**src/rtl/keypad_pkg.sv**
```systemverilog
`default_nettype none
// ============================================================================
// Module   : keypad_pkg
// Purpose  : Shared constants and helpers for the 4x4 hex keypad scanner:
//            matrix geometry, key-code width, the row*4+col -> hex code table,
//            and one-hot helpers used to qualify single-key presses.
// Ports    : none (package)
// Revision : 1.0 - initial release
// ============================================================================
package keypad_pkg;

  localparam int ROWS   = 4;
  localparam int COLS   = 4;
  localparam int CODE_W = 4;
  localparam int KEYS   = ROWS * COLS;

  // Indexed by row*4+col. Element 0 is the rightmost entry.
  //   row0: 1 2 3 A   row1: 4 5 6 B   row2: 7 8 9 C   row3: E 0 F D
  localparam logic [KEYS-1:0][CODE_W-1:0] KEY_MAP = {
    4'hD, 4'hF, 4'h0, 4'hE,
    4'hC, 4'h9, 4'h8, 4'h7,
    4'hB, 4'h6, 4'h5, 4'h4,
    4'hA, 4'h3, 4'h2, 4'h1
  };

  function automatic logic is_onehot(input logic [KEYS-1:0] v);
    return (v != '0) && ((v & (v - KEYS'(1))) == '0);
  endfunction

  // Position of the lowest set bit; only meaningful when v is one-hot.
  function automatic logic [3:0] onehot_index(input logic [KEYS-1:0] v);
    logic [3:0] idx;
    idx = '0;
    for (int i = KEYS - 1; i >= 0; i--) begin
      if (v[i]) idx = 4'(i);
    end
    return idx;
  endfunction

endpackage
`default_nettype wire

```
**src/rtl/sync_2ff.sv**
```systemverilog
`default_nettype none
// ============================================================================
// Module   : sync_2ff
// Purpose  : Two-flop synchronizer for asynchronous level inputs.
// Ports    : i_clk    - clock
//            i_resetn - asynchronous active-low reset (flops load RESET_VAL)
//            d        - asynchronous input bus
//            q        - synchronized output bus
// Revision : 1.0 - initial release
// ============================================================================
module sync_2ff #(
  parameter int                 WIDTH     = 1,
  parameter logic [WIDTH-1:0]   RESET_VAL = '0
) (
  input  logic             i_clk,
  input  logic             i_resetn,
  input  logic [WIDTH-1:0] d,
  output logic [WIDTH-1:0] q
);

  logic [WIDTH-1:0] r_meta;
  logic [WIDTH-1:0] r_sync;

  always_ff @(posedge i_clk or negedge i_resetn) begin
    if (!i_resetn) begin
      r_meta <= RESET_VAL;
      r_sync <= RESET_VAL;
    end else begin
      r_meta <= d;
      r_sync <= r_meta;
    end
  end

  assign q = r_sync;

endmodule
`default_nettype wire

```
**src/rtl/keypad_scanner.sv**
```systemverilog
`default_nettype none
// ============================================================================
// Module   : keypad_scanner
// Purpose  : 4x4 matrix hex keypad scanner. Drives one row low at a time,
//            samples synchronized active-low columns, debounces whole-matrix
//            snapshots and emits one hex code per clean single-key press.
// Ports    : i_clk       - clock (5 MHz)
//            i_resetn    - asynchronous active-low reset
//            rows        - row drive, active-low, exactly one bit low
//            cols        - column sense, active-low, asynchronous
//            key_code    - hex code of the accepted key
//            key_valid   - key_code holds an unconsumed key
//            key_ready   - consumer accepts on key_valid && key_ready
//            key_pressed - debounced matrix non-empty
//            overrun     - sticky: key event dropped while key_valid pending
//            overrun_clr - synchronous clear of overrun (a set wins)
// Revision : 1.0 - initial release
// ============================================================================
module keypad_scanner
  import keypad_pkg::*;
#(
  parameter int SCAN_TICKS     = 4000,
  parameter int DEBOUNCE_SCANS = 4
) (
  input  logic              i_clk,
  input  logic              i_resetn,
  output logic [ROWS-1:0]   rows,
  input  logic [COLS-1:0]   cols,
  output logic [CODE_W-1:0] key_code,
  output logic              key_valid,
  input  logic              key_ready,
  output logic              key_pressed,
  output logic              overrun,
  input  logic              overrun_clr
);

  localparam int TICK_W = (SCAN_TICKS > 1) ? $clog2(SCAN_TICKS) : 1;
  localparam int CNT_W  = $clog2(DEBOUNCE_SCANS + 1);
  localparam int ROW_W  = $clog2(ROWS);

  localparam logic [TICK_W-1:0] C_TICK_LAST = TICK_W'(SCAN_TICKS - 1);
  localparam logic [CNT_W-1:0]  C_CNT_MAX   = CNT_W'(DEBOUNCE_SCANS);
  localparam logic [ROW_W-1:0]  C_ROW_LAST  = ROW_W'(ROWS - 1);

  logic [COLS-1:0]   w_cols_sync;

  logic [TICK_W-1:0] r_tick;
  logic [ROW_W-1:0]  r_row;
  logic [ROWS-1:0]   r_rows;
  logic [KEYS-1:0]   r_snap;
  logic [KEYS-1:0]   r_prev_snap;
  logic [CNT_W-1:0]  r_stable_cnt;
  logic [KEYS-1:0]   r_deb;
  logic              r_evt;
  logic [CODE_W-1:0] r_evt_code;
  logic [CODE_W-1:0] r_key_code;
  logic              r_key_valid;
  logic              r_key_pressed;
  logic              r_overrun;

  logic              w_sample;
  logic              w_scan_end;
  logic [ROW_W-1:0]  w_row_next;
  logic [KEYS-1:0]   w_snap;
  logic [CNT_W-1:0]  w_cnt_next;
  logic              w_deb_load;
  logic              w_event;
  logic              w_consume;

  sync_2ff #(
    .WIDTH     (COLS),
    .RESET_VAL ({COLS{1'b1}})
  ) u_cols_sync (
    .i_clk    (i_clk),
    .i_resetn (i_resetn),
    .d        (cols),
    .q        (w_cols_sync)
  );

  // Snapshot with the current row's bits merged in; at the row-3 sample this
  // is the complete scan used for the debounce comparison.
  always_comb begin
    w_sample   = (r_tick == C_TICK_LAST);
    w_scan_end = w_sample && (r_row == C_ROW_LAST);
    w_row_next = r_row + ROW_W'(1);
    w_snap     = r_snap;
    w_snap[{r_row, 2'b00} +: COLS] = ~w_cols_sync;
    if (w_snap != r_prev_snap) begin
      w_cnt_next = '0;
    end else if (r_stable_cnt == C_CNT_MAX) begin
      w_cnt_next = r_stable_cnt;
    end else begin
      w_cnt_next = r_stable_cnt + CNT_W'(1);
    end
    w_deb_load = w_scan_end && (w_cnt_next == C_CNT_MAX);
    // Only a transition from an empty matrix to a single key is an event;
    // this blocks auto-repeat and multi-key chords.
    w_event    = w_deb_load && (r_deb == '0) && is_onehot(w_snap);
    w_consume  = r_key_valid && key_ready;
  end

  always_ff @(posedge i_clk or negedge i_resetn) begin
    if (!i_resetn) begin
      r_tick       <= '0;
      r_row        <= '0;
      r_rows       <= 4'b1110;
      r_snap       <= '0;
      r_prev_snap  <= '0;
      r_stable_cnt <= '0;
      r_deb        <= '0;
      r_evt        <= 1'b0;
      r_evt_code   <= '0;
    end else begin
      r_evt <= w_event;
      if (w_event) begin
        r_evt_code <= KEY_MAP[onehot_index(w_snap)];
      end
      if (w_sample) begin
        r_tick <= '0;
        r_row  <= w_row_next;
        r_rows <= ~(ROWS'(1) << w_row_next);
        r_snap <= w_snap;
      end else begin
        r_tick <= r_tick + TICK_W'(1);
      end
      if (w_scan_end) begin
        r_prev_snap  <= w_snap;
        r_stable_cnt <= w_cnt_next;
        if (w_deb_load) begin
          r_deb <= w_snap;
        end
      end
    end
  end

  // Output handshake, one cycle behind the debounced update.
  always_ff @(posedge i_clk or negedge i_resetn) begin
    if (!i_resetn) begin
      r_key_code    <= '0;
      r_key_valid   <= 1'b0;
      r_key_pressed <= 1'b0;
      r_overrun     <= 1'b0;
    end else begin
      r_key_pressed <= (r_deb != '0);
      if (r_evt && (!r_key_valid || w_consume)) begin
        r_key_code  <= r_evt_code;
        r_key_valid <= 1'b1;
      end else if (w_consume) begin
        r_key_valid <= 1'b0;
      end
      if (r_evt && r_key_valid && !key_ready) begin
        r_overrun <= 1'b1;
      end else if (overrun_clr) begin
        r_overrun <= 1'b0;
      end
    end
  end

  assign rows        = r_rows;
  assign key_code    = r_key_code;
  assign key_valid   = r_key_valid;
  assign key_pressed = r_key_pressed;
  assign overrun     = r_overrun;

endmodule
`default_nettype wire
```
**config.mk**
```make
export PLATFORM = sky130hd
export DESIGN_NAME = keypad_scanner
export DESIGN_NICKNAME = d
export VERILOG_FILES = /design/src/rtl/keypad_pkg.sv /design/src/rtl/sync_2ff.sv /design/src/rtl/keypad_scanner.sv
export SDC_FILE = /design/constraint.sdc
export NUM_CORES = 1
export LEC_CHECK = 0
export BUFFER_PORTS_ARGS = -buffer_cell sky130_fd_sc_hd__buf_2
export CAP_MARGIN = 0
export CORE_AREA = 4 4 102 104
export CTS_CLUSTER_DIAMETER = 30
export CTS_CLUSTER_SIZE = 20
export DETAILED_ROUTE_END_ITERATION = 10
export DIE_AREA = 0 0 106 108
export GPL_TIMING_DRIVEN = 0
export PLACE_DENSITY = 0.75
export SETUP_SLACK_MARGIN = 0.1
export SYNTH_ARGS = -nofsm -noshare
export SYNTH_HDL_FRONTEND = slang
export SYNTH_SLANG_ARGS = --single-unit
```
**constraint.sdc**
```tcl
create_clock -name i_clk -period 5.8 [get_ports i_clk]
set_input_delay 1.16 -clock i_clk [delete_from_list [all_inputs] [get_ports i_clk]]
set_output_delay 1.16 -clock i_clk [all_outputs]
set_load 0.05 [all_outputs]
```
Word-level counts from Yosys, hierarchy flattened
Memories as Yosys holds them, arrays and structs flattened. A register that Yosys moved wholly into a read port is not among the register bits.
Index checks and enable logic that the tools add are counted.
- memory bits (read-only): 64
- word-level logic and storage cells: 76
- input bits: 8
- memories kept: 1
- output and inout bits: 11
- register bits after elaboration: 85
- memories (memory ; words ; bits a word ; rd ports ; clocked after memory_dff ; write ports ; line ; source):
    (no name shown) ; 16 ; 4 ; 1 ; 1 ; 0 ; keypad_scanner.sv:116 ; r_evt_code <= KEY_MAP[onehot_index(w_snap)];
- add/subtract/negate cells: 5
- equality and inequality tests: 5
- bitwise gates (word level): 3
- shift operators: 3
- multiplexer cells: 25
- reduce and logical (&&, ||, !) cells: 20
- operators by type and width (cell ; number):
    two-way mux 4 bit ; 17
    zero test 16 bit ; 2
    nonzero test 16 bit ; 2
    AND 16 bit ; 1
    bitwise mux 16 bit ; 1
    inequality test 16 bit ; 1
    variable shift 4 x 6 -> 16 bit (first input constant) ; 1
    variable part select 4 x 6 -> 16 bit ; 1
    subtractor 16 x 1 -> 16 bit (second input constant) ; 1
    adder 12 x 1 -> 12 bit (second input constant) ; 1
    equality test 12 bit (second input constant) ; 1
    two-way mux 12 bit ; 1
    logical AND 1 bit ; 9
    NOT 4 bit ; 2
    equality test 3 bit (second input constant) ; 2
    two-way mux 3 bit ; 2
    negator 4 -> 6 bit ; 1
    two-way mux 1 bit ; 4
    nonzero test 2 bit ; 2
    << shifter 1 x 2 -> 4 bit (first input constant) ; 1
    adder 3 x 1 -> 3 bit (second input constant) ; 1
    zero test 1 bit ; 3
    adder 2 x 1 -> 2 bit (second input constant) ; 1
    equality test 2 bit (second input constant) ; 1
    other kinds (2) ; 2

Longest topological paths before layout
Gate-level depths: netlist (run 1).
- depth in word-level cells: 20
- depth in mapped cells: 17
- depth with buffers taken out: 14

Modules after synthesis
Synthesis (run 1) repeated with hierarchy kept, for this count alone.
- cells, all modules: 491
- area total of the unflattened synthesis: 4755.8 sq um
- by module, submodules not included (module ; cells an instance ; times used ; sequential area each (sq um) ; area each (sq um)):
    keypad_scanner ; 483 ; 1 ; 2030.7 ; 4545.6
    sync_2ff ; 8 ; 1 ; 210.2 ; 210.2

Worst setup path before layout (run 1)
Ideal clock, no wire load.
- path kind: flip-flop to flip-flop
- start: reg r_row[0]
- end: reg r_evt_code[1]
- buffers on the path: 2
- setup slack: 2544 ps
- required time: 5673 ps
- library setup time: 127 ps
- arrival: 3128 ps
- period minus slack after synthesis: 3256 ps
- stages on the path, launching flop included: 15
- cell sequence: dfrtp_1 buf_4 inv_1 ha_1 buf_2 or4b_1 a21o_1 o21ai_2 a21boi_1 o41ai_4 ha_1 nand2_1 a21oi_1 a221oi_1 mux2_1
- longest elaborated chain between the ends: 20
- elaborated cells on any way between the ends: 34
- those cells by class: 2 x add/sub; 3 x eq/ne; 2 x shift; 19 x mux; 1 x bitwise; 7 x reduce/logical
- ends and longest elaborated chain (what ; line ; source):
    start: declaration ; keypad_scanner.sv:48 ; logic [ROW_W-1:0] r_row;
    start signal: assignment ; keypad_scanner.sv:120 ; r_row <= w_row_next;
    negator 4 -> 6 bit ; keypad_scanner.sv:87 ; w_snap[{r_row, 2'b00} +: COLS] = ~w_cols_sync;
    variable part select 4 x 6 -> 16 bit / variable shift 4 x 6 -> 16 bit (equally long branches) ; keypad_scanner.sv:87 ;
    bitwise mux 16 bit ; keypad_scanner.sv:87 ;
    two-way mux 4 bit (16 in a row) ; keypad_pkg.sv:35 ; if (v[i]) idx = 4'(i);
    two-way mux 4 bit ; keypad_scanner.sv:115 ; if (w_event) begin
    end: declaration ; keypad_scanner.sv:55 ; logic [CODE_W-1:0] r_evt_code;
Several ways; a longest one is shown, not always the timed one. The select of a mux whose other input is x is not followed.
A chain may end at the register's enable or synchronous reset.

Final worst setup path (run 1)
Same ends and word-level chain as after synthesis.

==> results of run 1 <==
sequential cells by signal (all words and copies together) (netlist names):
signal              cells
r_prev_snap            16
r_evt_code              4
key_code                4
r_evt                   1
r_tick                 12
u_cols_sync.r_meta      4
u_cols_sync.q           4
r_deb                  16
r_stable_cnt            3
r_row                   2
rows                    4
r_snap                 16
key_valid               1
overrun                 1
key_pressed             1
kinds of logic after synthesis:
group | after synthesis | synth area share
AO/OA/AOI/OAI | 119 | 0.172
XOR/XNOR | 26 | 0.0489
AND/OR/NAND/NOR | 152 | 0.165
flip-flops | 89 | 0.481
buffers and inverters | 41 | 0.0382
adder cells (fa/ha/maj) | 13 | 0.0349
multiplexers | 25 | 0.0597
power groups by stage:
stage	Clock, mW	Sequential (mW)	Combinational [mW]
2_1_floorplan	0	0.639	0.0212
3_3_place_gp	0	0.640	0.0409
3_5_place_dp	0	0.640	0.0449
4_1_cts	0.479	0.628	0.0452
5_1_grt	0.508	0.628	0.0499
6_report	0.470	0.628	0.0445
cells in the final DEF (no fill, tap or decap), types with 7 or more instances in the layout:
master	netlist	routed
ha_1	13	13
inv_1	18	18
xor2_1	15	15
nand2_1	42	42
clkbuf_8	0	9
o21ai_0	30	30
o22ai_1	10	10
mux2_2	20	20
dfrtp_1	78	78
nor3_1	7	7
nor4_1	7	7
dfstp_2	11	11
clkbuf_1	9	10
nor2_1	48	48
nand3_1	8	8
buf_2	10	27
a21oi_1	39	39
xnor2_1	11	11
area by class of cell:
| cell class | instances | area share |
|---|---|---|
| plain buffers | 22 | 0.0206 |
| clock buffers | 10 | 0.0247 |
| clock inverters | 6 | 0.0175 |
| inverters | 19 | 0.0138 |
| multi-input cells | 335 | 0.433 |
| flip-flops and latches | 89 | 0.434 |
| well taps | 133 | 0.0323 |
| repair buffers | 19 | 0.0233 |
per-stage QoR:
stage                     setup slack [ps]  cells   util  area, um2
after floorplan                       2540    465      -       4650
after global placement                1980    616  0.514       4910
after detailed placement              2020    617  0.517       4940
after CTS                             1910    633  0.540       5160
after global routing                  1650    633  0.540       5160
final                                 1840    633  0.540       5160
per-layer routing:
| metal | wire length, um | global-route usage | vias to the layer above |
|---|---|---|---|
| met1 | 4790 | 0.263 | 1804 |
| met4 | 359 | 0.0740 | 0 |
| met5 | 0 | 0 | - |
| met2 | 5070 | 0.327 | 124 |
| met3 | 545 | 0.0448 | 28 |
| li1 | - | - | 1715 |
worst min-delay path by stage:
stage                                            end  slack, ps  cells past startpoint
after floorplan           u_cols_sync.q[0]$_DFF_PN1_        350                      0
after global placement    u_cols_sync.q[0]$_DFF_PN1_        350                      0
after detailed placement  u_cols_sync.q[3]$_DFF_PN1_        350                      0
after CTS                 u_cols_sync.q[0]$_DFF_PN1_        360                      0
after global routing      u_cols_sync.q[0]$_DFF_PN1_        360                      0
final                     u_cols_sync.q[0]$_DFF_PN1_        360                      0
worst max-delay path, cell delays in order (launching register included):
cell and delay, ps:
dfrtp_1 420, buf_4 180, inv_1 140, ha_1 260, buf_2 180, nor4b_1 710
mux2i_1 320, xnor2_1 200, nor4_1 260, nand2_1 190, nor3_4 490, nand4_1 170
mux2_1 330
==> results.yml, run 1 <==
outcome:
  outcome: "completed"
yosys:
  ys_top_cells_by_count: "dfrtp_1 (78), nor2_1 (48), nand2_1 (42)"
  avgSynthCellArea_um2: 10.0
  synth_top_flop_cell: "dfrtp_1"
  yosysSeqAreaShare: 0.481
  async_flop_share: 1.00
  yosys.cell_count.top_type: "dfrtp_1"
  synth_cells: 465
  syn-num-nets: 486
  synth-seq-cells: 89
  yosysTopAreaCellShare: 0.419
  synth-edff-count: 0
  synth.top_cells.by_area: "dfrtp_1 (42%), dfstp_2 (6.2%), mux2_2 (4.8%)"
  ys_types: 63
  yosysTopAreaCell: "dfrtp_1"
  yosys_warnings: 0
  synth_area_mm2: 0.00465
global_routing:
  grt_pass1_wl_um: 17900
  antenna_found_initial: 0
  grt_max_degree: 53
  grt_pass1_vias: 3604
  track_usage: 0.200
  gr-total-overflow: 0
layout:
  diodes: 0
  syn_to_final_growth_pct: 10.8
  drive_above_1_share: 0.184
  seqCellArea_mm2: 0.00224
  nets: 516
  multiInputGateArea_mm2: 0.00224
  fillers: 861
worst_setup_path:
  cp_max_fo: 10
  reg2reg_depth: 12
  crit_start: "r_row[0]$_DFFE_PN0N_"
  timing.rr.start: "r_row[0]$_DFFE_PN0N_"
  crit_required_ps: 6050
  path_class: "flip-flop to flip-flop"
  rrSetupSlack_ps: 1840
  timing.rr.end: "r_evt_code[1]$_DFFE_PN0P_"
  arrival_ps: 4210
  start_kind: "flip-flop"
  endpoint_kind: "flip-flop"
  cp-endpoint: "r_evt_code[1]$_DFFE_PN0P_"
placed_design:
  port_buffers: 18
  place.gp.congestion: 0.931
  post-dp-hpwl_um: 7760
sta:
  setup-violations-final: 0
  report.final.slew_viol_count: 0
  rsz0062_at_grt: "false"
  setup_tns_ps: 0
  timing.hold.ws_ps: 360
  period_minus_slack_ps: 3960
  max_freq_mhz: 252
  post-route-period-util: 0.683
  worst_slew_pin_slew_ps: 973
  clock_skew_ps: 12.8
  hold_viol: 0
  slew_headroom: 0.343
detailed_routing:
  drt_iter0_drc: 318
  ant_nets: 0
  wire_per_inst_um: 17.0
  drt_first_pass_iters: 5
  wirelength_um: 10800
  vias: 3671
  via_per_inst: 5.80
  post-route-drc-count: 0
cts:
  cts-buffers-inserted: 9
  clkTransAtPathRegs_ps: 90
  cts_setup_buffers: 0
  clock-root-buffer: "clkbuf_8"
  holdBufCountCts: 0
  clockBufferDepth: 2
  clock_latency_ps: 360
  cts_resized: 0
  cts_tree: "done"
  clkSinkCount: 89
  h-tree-depth: 3
die:
  fp.dieH_um: 108
  fp-row-count: 36
  core_mm2: 0.00955
  dieArea_mm2: 0.0114
  start_util: 0.487
  ioPinCount: 19
  die_w_um: 106
pwr:
  intPower_mw: 0.885
  total_power_mw: 1.14
  p_seq_frac: 0.550
  power.density_mw_per_mm2: 221
  leakagePower_nw: 2.37
  swShare: 0.225
  power_frac_clock: 0.411
  peakVddDrop_uv: 139
  switchingPower_mw: 0.257
  p_comb_frac: 0.039
flow_run:
  maxCapViolCount: 0
worst_hold_path:
  holdCritStartpoint: "u_cols_sync.r_meta[0]$_DFF_PN1_"
  holdCritPathClass: "flip-flop to flip-flop"
Power figures use the tool's default switching activity.
==> run 2, diff against run 1 <==
ABC_AREA = 1   (was unset)
CORE_AREA = 4 4 101 103   (was 4 4 102 104)
DIE_AREA = 0 0 105 107   (was 0 0 106 108)
PLACE_DENSITY = 0.74   (was 0.75)
clock period = 3.8 ns   (was 5.8 ns; I/O delays follow)
==> results.yml, run 2 <==
layout:
  nets: 594
  diodes: 0
  drive_above_1_share: 0.163
  design_area_mm2: 0.00504
  final_cell_mix: "nand2_1 (112), dfrtp_1 (78), inv_1 (66), nor2_1 (62), o21ai_0 (52)"
  fillers: 843
  reg_top3: "r_deb (16), r_prev_snap (16), r_snap (16)"
  final_common_cell: "nand2_1"
  utilization: 0.549
  syn_to_final_growth_pct: 11.5
  instances_no_fill: 689
yosys:
  yosysSeqAreaShare: 0.495
  ys_top_cells_by_count: "nand2_1 (113), dfrtp_1 (78), inv_1 (66), nor2_1 (66), o21ai_0 (52)"
  synth.top_cells.by_area: "dfrtp_1 (43%), nand2_1 (9.4%), dfstp_2 (6.4%)"
  yosysTopAreaCellShare: 0.432
  async_flop_share: 1.00
  synth-edff-count: 0
  yosys_warnings: 0
  yosys.cell_count.top_type: "nand2_1"
  synth-seq-cells: 89
  synth_area_mm2: 0.00452
  yosysTopAreaCell: "dfrtp_1"
  ys_types: 38
  syn-num-nets: 562
  synth_top_flop_cell: "dfrtp_1"
  synth_cells: 541
  avgSynthCellArea_um2: 8.36
outcome:
  outcome: "completed"
die:
  dieArea_mm2: 0.0112
  start_util: 0.492
  core_mm2: 0.00920
  fp.dieH_um: 107
  die_w_um: 105
  fp-row-count: 35
  ioPinCount: 19
flow_run:
  maxCapViolCount: 0
sta:
  max_freq_mhz: 299
  hold_viol: 0
  worst_slew_pin_slew_ps: 534
  clock_skew_ps: 12.6
  setup_tns_ps: 0
  slew_headroom: 0.644
  rsz0062_at_grt: "false"
  report.final.slew_viol_count: 0
  setup-violations-final: 0
  period_minus_slack_ps: 3340
  post-route-period-util: 0.879
detailed_routing:
  wire_per_inst_um: 14.2
  wirelength_um: 9800
  post-route-drc-count: 0
  drt_iter0_drc: 189
  via_per_inst: 5.19
  drt_first_pass_iters: 4
  ant_nets: 0
  vias: 3577
worst_setup_path:
  endpoint_kind: "flip-flop"
  crit_start: "r_row[0]$_DFFE_PN0N_"
  critPathBufInv: 5
  cp_slowest_cell: "dfrtp_1"
  cp-endpoint: "r_evt_code[3]$_DFFE_PN0P_"
  cp_max_fo: 10
  cp.depth: 25
  timing.rr.start: "r_row[0]$_DFFE_PN0N_"
  timing.rr.end: "r_evt_code[3]$_DFFE_PN0P_"
  rrSetupSlack_ps: 460
  cp_common_cell: "nand2_1"
  arrival_ps: 3640
  reg2reg_depth: 25
  slowest_delay_ps: 400
  path_class: "flip-flop to flip-flop"
  crit_required_ps: 4090
  crit_family: "simple AND/OR/NAND/NOR gates"
  start_kind: "flip-flop"
placed_design:
  post-dp-hpwl_um: 7200
  port_buffers: 18
  place.gp.congestion: 0.905
  placed_area_mm2: 0.00478
  placed_cells: 671
global_routing:
  grt_pass1_vias: 3577
  track_usage: 0.183
  grt_pass1_wl_um: 16700
  grt_max_degree: 70
  gr-total-overflow: 0
  antenna_found_initial: 0
pwr:
  leakagePower_nw: 2.41
  power.density_mw_per_mm2: 334
  total_power_mw: 1.69
  peakVddDrop_uv: 161
cts:
  h-tree-depth: 3
  holdBufCountCts: 0
  clockBufferDepth: 2
  clkTransAtPathRegs_ps: 100
  clkSinkCount: 89
  clock_latency_ps: 370
  cts-buffers-inserted: 9
  clock-root-buffer: "clkbuf_8"
  cts_tree: "done"
worst_hold_path:
  holdCritPathClass: "input port to async pin"
run 2: changes by cell type after synthesis, moves of 10 or more:
cell     delta
a21oi_1    -24
a21oi_2    +11
buf_2      -10
inv_1      +48
mux2_2     -16
nand2_1    +71
nand3_1    +15
nor2_1     +18
o21ai_0    +22
o21ai_1    +10
run 2: layout make-up:
type,count,area (um2),area share
flip-flops and latches,89,2240,0.444
plain buffers,12,71.3,0.0141
clock buffers,10,149,0.0295
inverters,74,280,0.0556
repair buffers,21,135,0.0268
multi-input cells,366,1980,0.392
clock inverters,6,52.6,0.0104
well taps,111,139,0.0275
run 2: worst min path at each step:
stage	slack [ps]	to	startpoint	cells past startpoint
floorplan	350	u_cols_sync.q[0]$_DFF_PN1_	u_cols_sync.r_meta[0]$_DFF_PN1_	0
global placement	350	u_cols_sync.q[3]$_DFF_PN1_	u_cols_sync.r_meta[3]$_DFF_PN1_	0
detailed placement	350	u_cols_sync.q[0]$_DFF_PN1_	u_cols_sync.r_meta[0]$_DFF_PN1_	0
CTS	260	r_tick[5]$_DFF_PN0_	i_resetn	1
global route	270	r_row[0]$_DFFE_PN0N_	i_resetn	1
finish	260	r_tick[5]$_DFF_PN0_	i_resetn	1
run 2: timing repair:
| item | 4_1_cts | 5_1_grt |
|---|---|---|
| setup buffers | 0 | 2 |
| endpoints found under the setup margin | 0 | 3 |
| gates resized for setup | 0 | 11 |
run 2: metrics by stage:
stage          hold slack (ps)  worst slack (ps)
4_1_cts                    265               238
6_report                   262               459
5_1_grt                    269              93.0
3_5_place_dp               347               303
3_3_place_gp               346               371
2_1_floorplan              345               881
run 2: cells by family after synthesis:
kind of cell               Yosys count  synth area share
muxes                                4           0.00996
and+or+nand+nor                    232             0.221
buffers and inverters               86            0.0777
adders and majority gates           13            0.0360
AOI/OAI and AO/OA                   99             0.125
xor gates and xnor gates            18            0.0349
DFF                                 89             0.495
run 2: metal layers:
metal	GRT usage	vias to the layer above	part of all wire
met5	0	-	0
met4	0.0703	0	0.015
met3	0.0289	15	0.037
met2	0.306	46	0.48
met1	0.240	1722	0.46
li1	-	1794	-
run 2: power breakdown:
part | leakage, nW | switching, mW | internal [mW]
logic | 1.12 | 0.0411 | 0.0161
registers | 1.19 | 0.00232 | 0.954
clock network | 0.107 | 0.381 | 0.293
